`config.mk`:
```
export PLATFORM = sky130hd
export DESIGN_NAME = rx_frame_loader_flat
export DESIGN_NICKNAME = d
export VERILOG_FILES = /design/src/rtl/rx_frame_loader_if.sv /design/src/rtl/rx_frame_loader.sv /design/src/flat_wrapper.sv
export SDC_FILE = /design/constraint.sdc
export NUM_CORES = 1
export LEC_CHECK = 0
export CORE_AREA = 2 2 89 91
export CTS_CLUSTER_DIAMETER = 40
export DETAILED_ROUTE_END_ITERATION = 16
export DIE_AREA = 0 0 91 93
export PLACE_DENSITY = 0.75
export REMOVE_ABC_BUFFERS = 1
export SYNTH_ARGS = -nofsm -noshare
export SYNTH_HDL_FRONTEND = slang
export SYNTH_SLANG_ARGS = --single-unit
```
`constraint.sdc`:
```
create_clock -name i_clock -period 2 [get_ports i_clock]
set_input_delay 0.5 -clock i_clock [delete_from_list [all_inputs] [get_ports i_clock]]
set_output_delay 0.5 -clock i_clock [all_outputs]
set_load 0.005 [all_outputs]
```
`src/rtl/rx_frame_loader_if.sv`:
```
// -----------------------------------------------------------------------------
// rx_frame_loader_if
//
// Bundles every signal of rx_frame_loader except clock and reset: frame
// control, the receive-FIFO read side, the frame-buffer write side and the
// status outputs.
//
// Parameters:
//   ADDR_WIDTH - frame-buffer address width; must match the loader instance.
//
// Modports:
//   master - the loader: samples i_* and drives o_*.
//   slave  - the environment (FIFO, frame buffer, control): drives i_* and
//            samples o_*.
// -----------------------------------------------------------------------------
interface rx_frame_loader_if #(
    parameter int ADDR_WIDTH = 10
);
    logic                  i_frame_start;
    logic                  i_fifo_empty;
    logic [31:0]           i_fifo_word;
    logic                  o_fifo_read_cmd;
    logic                  o_mem_wr_en;
    logic [ADDR_WIDTH-1:0] o_mem_addr;
    logic [31:0]           o_mem_wr_data;
    logic                  i_mem_ready;
    logic                  o_busy;
    logic [ADDR_WIDTH:0]   o_word_count;
    logic                  o_frame_done;
    logic                  o_frame_aborted;
    logic [31:0]           o_frame_checksum;

    modport master (
        input  i_frame_start, i_fifo_empty, i_fifo_word, i_mem_ready,
        output o_fifo_read_cmd, o_mem_wr_en, o_mem_addr, o_mem_wr_data,
               o_busy, o_word_count, o_frame_done, o_frame_aborted,
               o_frame_checksum
    );

    modport slave (
        output i_frame_start, i_fifo_empty, i_fifo_word, i_mem_ready,
        input  o_fifo_read_cmd, o_mem_wr_en, o_mem_addr, o_mem_wr_data,
               o_busy, o_word_count, o_frame_done, o_frame_aborted,
               o_frame_checksum
    );
endinterface

```
`src/rtl/rx_frame_loader.sv`:
```
// -----------------------------------------------------------------------------
// rx_frame_loader
//
// Drains a frame of 32-bit words from the PC receive FIFO (non-show-ahead,
// one clock of read latency) into the frame buffer at addresses
// 0..WORDS_PER_FRAME-1, one word at a time, honouring frame-buffer
// backpressure. A frame-start pulse arms the load; a pulse arriving while a
// load is in progress aborts it and restarts from address 0.
//
// Ports:
//   i_clock    - system clock, rising edge
//   i_reset_n  - asynchronous active-low reset
//   bus        - rx_frame_loader_if.master:
//                  i_frame_start     arm / restart pulse
//                  i_fifo_empty      FIFO empty flag (sampled in FETCH only)
//                  i_fifo_word       FIFO data, valid one clock after a read
//                  o_fifo_read_cmd   one-cycle FIFO read request
//                  o_mem_wr_en       frame-buffer write request
//                  o_mem_addr        write address
//                  o_mem_wr_data     write data
//                  i_mem_ready       write accepted when high with wr_en
//                  o_busy            high whenever not IDLE
//                  o_word_count      words accepted in the current frame
//                  o_frame_done      one-cycle pulse after the last word
//                  o_frame_aborted   one-cycle pulse on mid-load restart
//                  o_frame_checksum  sum of accepted words (optional)
//
// Build option:
//   RX_FRAME_LOADER_CHECKSUM_EN - when defined, a 32-bit wrapping accumulator
//   sums every accepted word; otherwise o_frame_checksum is tied to zero.
// -----------------------------------------------------------------------------
module rx_frame_loader #(
    parameter int ADDR_WIDTH      = 10,
    parameter int WORDS_PER_FRAME = 768
) (
    input  logic               i_clock,
    input  logic               i_reset_n,
    rx_frame_loader_if.master  bus
);
    typedef enum logic [2:0] {
        ST_IDLE,
        ST_FETCH,
        ST_WAIT,
        ST_WRITE,
        ST_DONE
    } state_t;

    localparam logic [ADDR_WIDTH-1:0] LAST_ADDR = ADDR_WIDTH'(WORDS_PER_FRAME - 1);

    state_t state;

    // A start pulse in FETCH/WAIT/WRITE abandons the current frame. DONE is
    // excluded: the frame there is already complete, so it is a plain restart.
    logic abort;
    assign abort = bus.i_frame_start && (state != ST_IDLE) && (state != ST_DONE);

    // NOTE: every state bit and registered output is assigned with <= so all
    // of them update together from the values sampled at the same edge.
    always_ff @(posedge i_clock or negedge i_reset_n) begin
        if (!i_reset_n) begin
            state               <= ST_IDLE;
            bus.o_fifo_read_cmd <= 1'b0;
            bus.o_mem_wr_en     <= 1'b0;
            bus.o_mem_addr      <= '0;
            bus.o_mem_wr_data   <= '0;
            bus.o_busy          <= 1'b0;
            bus.o_word_count    <= '0;
            bus.o_frame_done    <= 1'b0;
            bus.o_frame_aborted <= 1'b0;
        end else begin
            // Pulse outputs fall back to zero unless a branch re-asserts them.
            bus.o_fifo_read_cmd <= 1'b0;
            bus.o_frame_done    <= 1'b0;
            bus.o_frame_aborted <= 1'b0;

            if (abort) begin
                // Any word in flight or waiting for acceptance is dropped; a
                // transfer completing this same edge still counts as written
                // by the frame buffer, but the count restarts regardless.
                state               <= ST_FETCH;
                bus.o_mem_wr_en     <= 1'b0;
                bus.o_mem_addr      <= '0;
                bus.o_word_count    <= '0;
                bus.o_busy          <= 1'b1;
                bus.o_frame_aborted <= 1'b1;
            end else begin
                unique case (state)
                    ST_IDLE: begin
                        if (bus.i_frame_start) begin
                            state            <= ST_FETCH;
                            bus.o_mem_addr   <= '0;
                            bus.o_word_count <= '0;
                            bus.o_busy       <= 1'b1;
                        end
                    end

                    ST_FETCH: begin
                        if (!bus.i_fifo_empty) begin
                            state               <= ST_WAIT;
                            bus.o_fifo_read_cmd <= 1'b1;
                        end
                    end

                    ST_WAIT: begin
                        // Requested word is presented by the FIFO by the end
                        // of this cycle.
                        state             <= ST_WRITE;
                        bus.o_mem_wr_data <= bus.i_fifo_word;
                        bus.o_mem_wr_en   <= 1'b1;
                    end

                    ST_WRITE: begin
                        if (bus.i_mem_ready) begin
                            bus.o_mem_wr_en  <= 1'b0;
                            bus.o_word_count <= bus.o_word_count + (ADDR_WIDTH + 1)'(1);
                            if (bus.o_mem_addr == LAST_ADDR) begin
                                state            <= ST_DONE;
                                bus.o_frame_done <= 1'b1;
                            end else begin
                                state          <= ST_FETCH;
                                bus.o_mem_addr <= bus.o_mem_addr + ADDR_WIDTH'(1);
                            end
                        end
                    end

                    ST_DONE: begin
                        if (bus.i_frame_start) begin
                            state            <= ST_FETCH;
                            bus.o_mem_addr   <= '0;
                            bus.o_word_count <= '0;
                        end else begin
                            state      <= ST_IDLE;
                            bus.o_busy <= 1'b0;
                        end
                    end

                    default: begin
                        state           <= ST_IDLE;
                        bus.o_mem_wr_en <= 1'b0;
                        bus.o_busy      <= 1'b0;
                    end
                endcase
            end
        end
    end

`ifdef RX_FRAME_LOADER_CHECKSUM_EN
    // Every start pulse (arm, abort or restart from DONE) clears the sum, and
    // the clear wins over a transfer landing on the same edge.
    always_ff @(posedge i_clock or negedge i_reset_n) begin
        if (!i_reset_n) begin
            bus.o_frame_checksum <= '0;
        end else if (bus.i_frame_start) begin
            bus.o_frame_checksum <= '0;
        end else if ((state == ST_WRITE) && bus.i_mem_ready) begin
            bus.o_frame_checksum <= bus.o_frame_checksum + bus.o_mem_wr_data;
        end
    end
`else
    assign bus.o_frame_checksum = '0;
`endif

endmodule

```
`src/flat_wrapper.sv`:
```
// flat-port wrapper written by rule: the top's interface ports become plain ports
module rx_frame_loader_flat 
#(
    parameter int ADDR_WIDTH      = 10,
    parameter int WORDS_PER_FRAME = 768
)
  (i_clock, i_reset_n, bus_i_frame_start, bus_i_fifo_empty, bus_i_fifo_word, bus_i_mem_ready, bus_o_fifo_read_cmd, bus_o_mem_wr_en, bus_o_mem_addr, bus_o_mem_wr_data, bus_o_busy, bus_o_word_count, bus_o_frame_done, bus_o_frame_aborted, bus_o_frame_checksum);
  rx_frame_loader_if #(.ADDR_WIDTH(ADDR_WIDTH)) bus_i ();
  input  logic i_clock;
  input  logic i_reset_n;
  input wire logic [$bits(bus_i.i_frame_start)-1:0] bus_i_frame_start;
  input wire logic [$bits(bus_i.i_fifo_empty)-1:0] bus_i_fifo_empty;
  input wire logic [$bits(bus_i.i_fifo_word)-1:0] bus_i_fifo_word;
  input wire logic [$bits(bus_i.i_mem_ready)-1:0] bus_i_mem_ready;
  output wire logic [$bits(bus_i.o_fifo_read_cmd)-1:0] bus_o_fifo_read_cmd;
  output wire logic [$bits(bus_i.o_mem_wr_en)-1:0] bus_o_mem_wr_en;
  output wire logic [$bits(bus_i.o_mem_addr)-1:0] bus_o_mem_addr;
  output wire logic [$bits(bus_i.o_mem_wr_data)-1:0] bus_o_mem_wr_data;
  output wire logic [$bits(bus_i.o_busy)-1:0] bus_o_busy;
  output wire logic [$bits(bus_i.o_word_count)-1:0] bus_o_word_count;
  output wire logic [$bits(bus_i.o_frame_done)-1:0] bus_o_frame_done;
  output wire logic [$bits(bus_i.o_frame_aborted)-1:0] bus_o_frame_aborted;
  output wire logic [$bits(bus_i.o_frame_checksum)-1:0] bus_o_frame_checksum;
  assign bus_i.i_frame_start = bus_i_frame_start;
  assign bus_i.i_fifo_empty = bus_i_fifo_empty;
  assign bus_i.i_fifo_word = bus_i_fifo_word;
  assign bus_i.i_mem_ready = bus_i_mem_ready;
  assign bus_o_fifo_read_cmd = bus_i.o_fifo_read_cmd;
  assign bus_o_mem_wr_en = bus_i.o_mem_wr_en;
  assign bus_o_mem_addr = bus_i.o_mem_addr;
  assign bus_o_mem_wr_data = bus_i.o_mem_wr_data;
  assign bus_o_busy = bus_i.o_busy;
  assign bus_o_word_count = bus_i.o_word_count;
  assign bus_o_frame_done = bus_i.o_frame_done;
  assign bus_o_frame_aborted = bus_i.o_frame_aborted;
  assign bus_o_frame_checksum = bus_i.o_frame_checksum;
  rx_frame_loader #(.ADDR_WIDTH(ADDR_WIDTH), .WORDS_PER_FRAME(WORDS_PER_FRAME)) u_core (.i_clock(i_clock), .i_reset_n(i_reset_n), .bus(bus_i));
endmodule
```
==> key figures <==
Power
  – Clk pwr share: 35.0%
  – Sw frac: 22.6%
  – P per Cell Area: 912 nW/um^2
  – Sequential power share: 41.1%
  – Worst vdd ir: 0.000344 V
  – Internal power: 3.00 mW
  – LEAKAGE: 1.83 nW
  – Comb pwr share: 23.9%
  – Sw power: 0.877 mW

Die
  – Core area: 7530 sq um
  – Starting Density: 38.9%
  – Die height: 93 um
  – I/O Pins: 127
  – Die Wd: 91 um
  – Die area: 8460 sq um
  – Row count: 32

Routing
  – DR iter-0 viols: 73
  – Routed length per instance: 14.6 um
  – 1st-pass router iterations: 4
  – DR vias/cell: 5.00
  – Final WL: 6990 um
  – Post-route ant nets: 0
  – Via Count: 2383
  – DRC viols: 0

Clock network
  – Skew-Pair Late Insertion Delay: 340 ps
  – Post-CTS Resized: 0
  – Cts hold-fix bufs: 0
  – CTS clk-pin slew, worst paths: 70 ps
  – Total clock sinks: 61
  – CTS tree: yes
  – Post-CTS setup buffer count: 0
  – Maximum buffer depth of the clock tree: 2
  – CTS Buf Count: 9
  – Root buffer cell: clkbuf_8
  – H-tree depth: 3

Logic synthesis
  – Post-synth top area share: 52.2%
  – Netlist cell types: 44
  – Commonest cells in the netlist: 61 x dfrtp_1, 33 x buf_4, 32 x mux2_2, 15 x o21ai_0, 12 x a21oi_1
  – Most frequent cell after synthesis: dfrtp_1
  – Post-synthesis register bit count: 61
  – EDFF count, synth: 0
  – Top cells by area, synth: dfrtp_1 52%, mux2_2 12%, buf_4 8.5%
  – Cell accounting for the most synthesized area: dfrtp_1
  – Ys async rst share: 100%
  – Post-synth top flop: dfrtp_1
  – Synth warnings: 0
  – Sequential area share after synthesis: 52.2%
  – Post-Syn Instances: 256
  – Synth Area per Inst: 11.4 sq um
  – Netlist Area Pre-Place: 2930 sq um

Worst setup path
  – WS Path Type: flop to flop
  – Critical Path Max Stage Delay: 510 ps
  – CP required: 2250 ps
  – Slowest-stage cell, CP: or4_1
  – Crit-path cells: ha_1, and3_1, and4_4, or4_1, a21oi_1
  – CP max FO: 9
  – Startpoint Class: flop
  – WP data arrival: 2140 ps
  – CP endpoint kind: flop

STA
  – Final Worst Setup Slack: 106 ps
  – Tmin final: 1890 ps
  – Max Slew Vio Count: 0
  – Unrepaired setup endpoints after global routing: false
  – Achievable frequency: 528 MHz
  – Slew @ Worst Pin: 526 ps
  – Fin crit share: 94.7%
  – Post-Route Skew: 7.12 ps
  – Final hold vios: 0
  – Slew HR: 64.9%
  – Final setup viols: 0

GRT
  – Grt ovf: 0
  – Initial antenna violation count: 0
  – First-pass GRT wire length: 11500 um
  – GRT busiest layer: met2
  – Grt met1 use: 21.9%
  – Vias in the first global route: 2347
  – Met3 Usage GRT: 4.27%
  – GRT met2 Usage: 27.0%
  – Tot GR Track Use: 17.0%
  – Largest net degree at the start of global routing: 33

Worst hold path
  – Worst min path class: primary input to asynchronous set/reset pin

Layout
  – Core Util, Final: 56.5%
  – Fin nets: 410
  – Fin area: 4250 sq um
  – Share of layout cells above drive strength 1: 20.3%
  – Area Overhead vs Synth: 45.3%
  – Antenna cells: 0

Placed design
  – Count of buffers from port buffering: 94
  – Place WS: -176 ps
  – Placer congestion estimate: 0.828
  – Cell Area, Placed: 4010 sq um
  – Detailed Place HPWL: 5140 um

Outcome
  – Status: completed

Job
  – Max Cap Violations: 0
-- layer usage --
layer / part of all wire, % / vias up
met5: 0 / -
li1: - / 1087
met4: 2.3 / 0
met1: 45 / 1157
met2: 46 / 123
met3: 7.1 / 16
-- power by group through the flow --
| stage | sequential [mW] | clock, mW | combinational, mW |
|---|---|---|---|
| after floorplan | 1.63 | 0 | 0.253 |
| after global placement | 1.60 | 0 | 0.916 |
| after detailed placement | 1.62 | 0 | 0.936 |
| after CTS | 1.59 | 1.38 | 0.938 |
| after global routing | 1.63 | 1.44 | 0.988 |
| final | 1.59 | 1.36 | 0.927 |
-- worst max-delay path: cells and delay by family (launching register included) --
kind,cells,cell delay [ps]
adder cells (fa/ha/maj),1,250
flip-flops,1,460
AO/OA/AOI/OAI,1,180
AND/OR/NAND/NOR,3,920
-- cells in the final DEF, fill, tap and decap left out, types with 4 or more instances in the layout --
cell type,Yosys,layout
or4_1,7,7
or3_1,4,4
nor2_1,11,11
dfrtp_1,61,61
a21oi_1,12,12
nand2_1,10,10
conb_1,1,32
and3_1,4,4
mux2_2,32,32
clkbuf_8,0,11
clkdlybuf4s50_1,0,93
buf_4,33,20
and2_1,5,5
a31oi_1,4,4
o21ai_0,15,15
nand3_1,6,6
o31ai_1,5,5
-- through the flow --
step                      cells  total power, mW  hold WS [ps]  TNS, ps
final                       477             3.88           138        0
after global placement      462             2.51           487    -5310
after CTS                   477             3.91           145        0
after global routing        477             4.06           162        0
after detailed placement    462             2.55           494    -5650
after floorplan             244             1.88           204   -29030
-- logic make-up (layout without fill, tap and decap cells) --
family | Yosys count | in the layout | share of synthesized area (%)
and+or+nand+nor | 64 | 64 | 13.1
DFF | 61 | 61 | 52.2
AOI/OAI and AO/OA | 48 | 48 | 9.83
buffers and inverters | 44 | 132 | 10.4
muxes | 33 | 33 | 12.7
xor gates and xnor gates | 3 | 3 | 0.898
adders and majority gates | 2 | 2 | 0.855
other | 1 | 32 | 0.128
-- state kept, by name, summed over array words and instances (netlist names) --
| register | flops |
|---|---|
| u_core.bus.o_fifo_read_cmd | 1 |
| u_core.state | 3 |
| u_core.bus.o_mem_addr | 10 |
| u_core.bus.o_frame_aborted | 1 |
| u_core.bus.o_frame_done | 1 |
| u_core.bus.o_mem_wr_data | 32 |
| u_core.bus.o_mem_wr_en | 1 |
| u_core.bus.o_word_count | 11 |
| u_core.bus.o_busy | 1 |
-- final timing paths --
check	from	end	slack [ps]	cells past startpoint
setup / recovery	u_core.bus.o_mem_addr[0]	u_core.bus.o_mem_addr[9]	110	5
hold / removal	i_reset_n	u_core.bus.o_mem_addr[1]	140	1
setup reg to reg	u_core.bus.o_mem_addr[0]	u_core.bus.o_mem_addr[9]	110	5
hold reg to reg	u_core.bus.o_mem_wr_data[2]	u_core.bus.o_mem_wr_data[2]	510	1
max in group asynchronous	i_reset_n	u_core.bus.o_mem_wr_data[23]	1320	2
min in group i_clock	u_core.bus.o_mem_wr_data[2]	u_core.bus.o_mem_wr_data[2]	510	1
-- layout make-up --
class,count,area [sq um]
clock inverter,4,95.1
inverter,1,3.75
multi-input combinational,182,1220
fill,659,3280
timing repair buffer,116,1130
sequential,61,1530
tap,102,128
clock buffer,11,151
No activity file was read; power rests on OpenSTA's default activity.
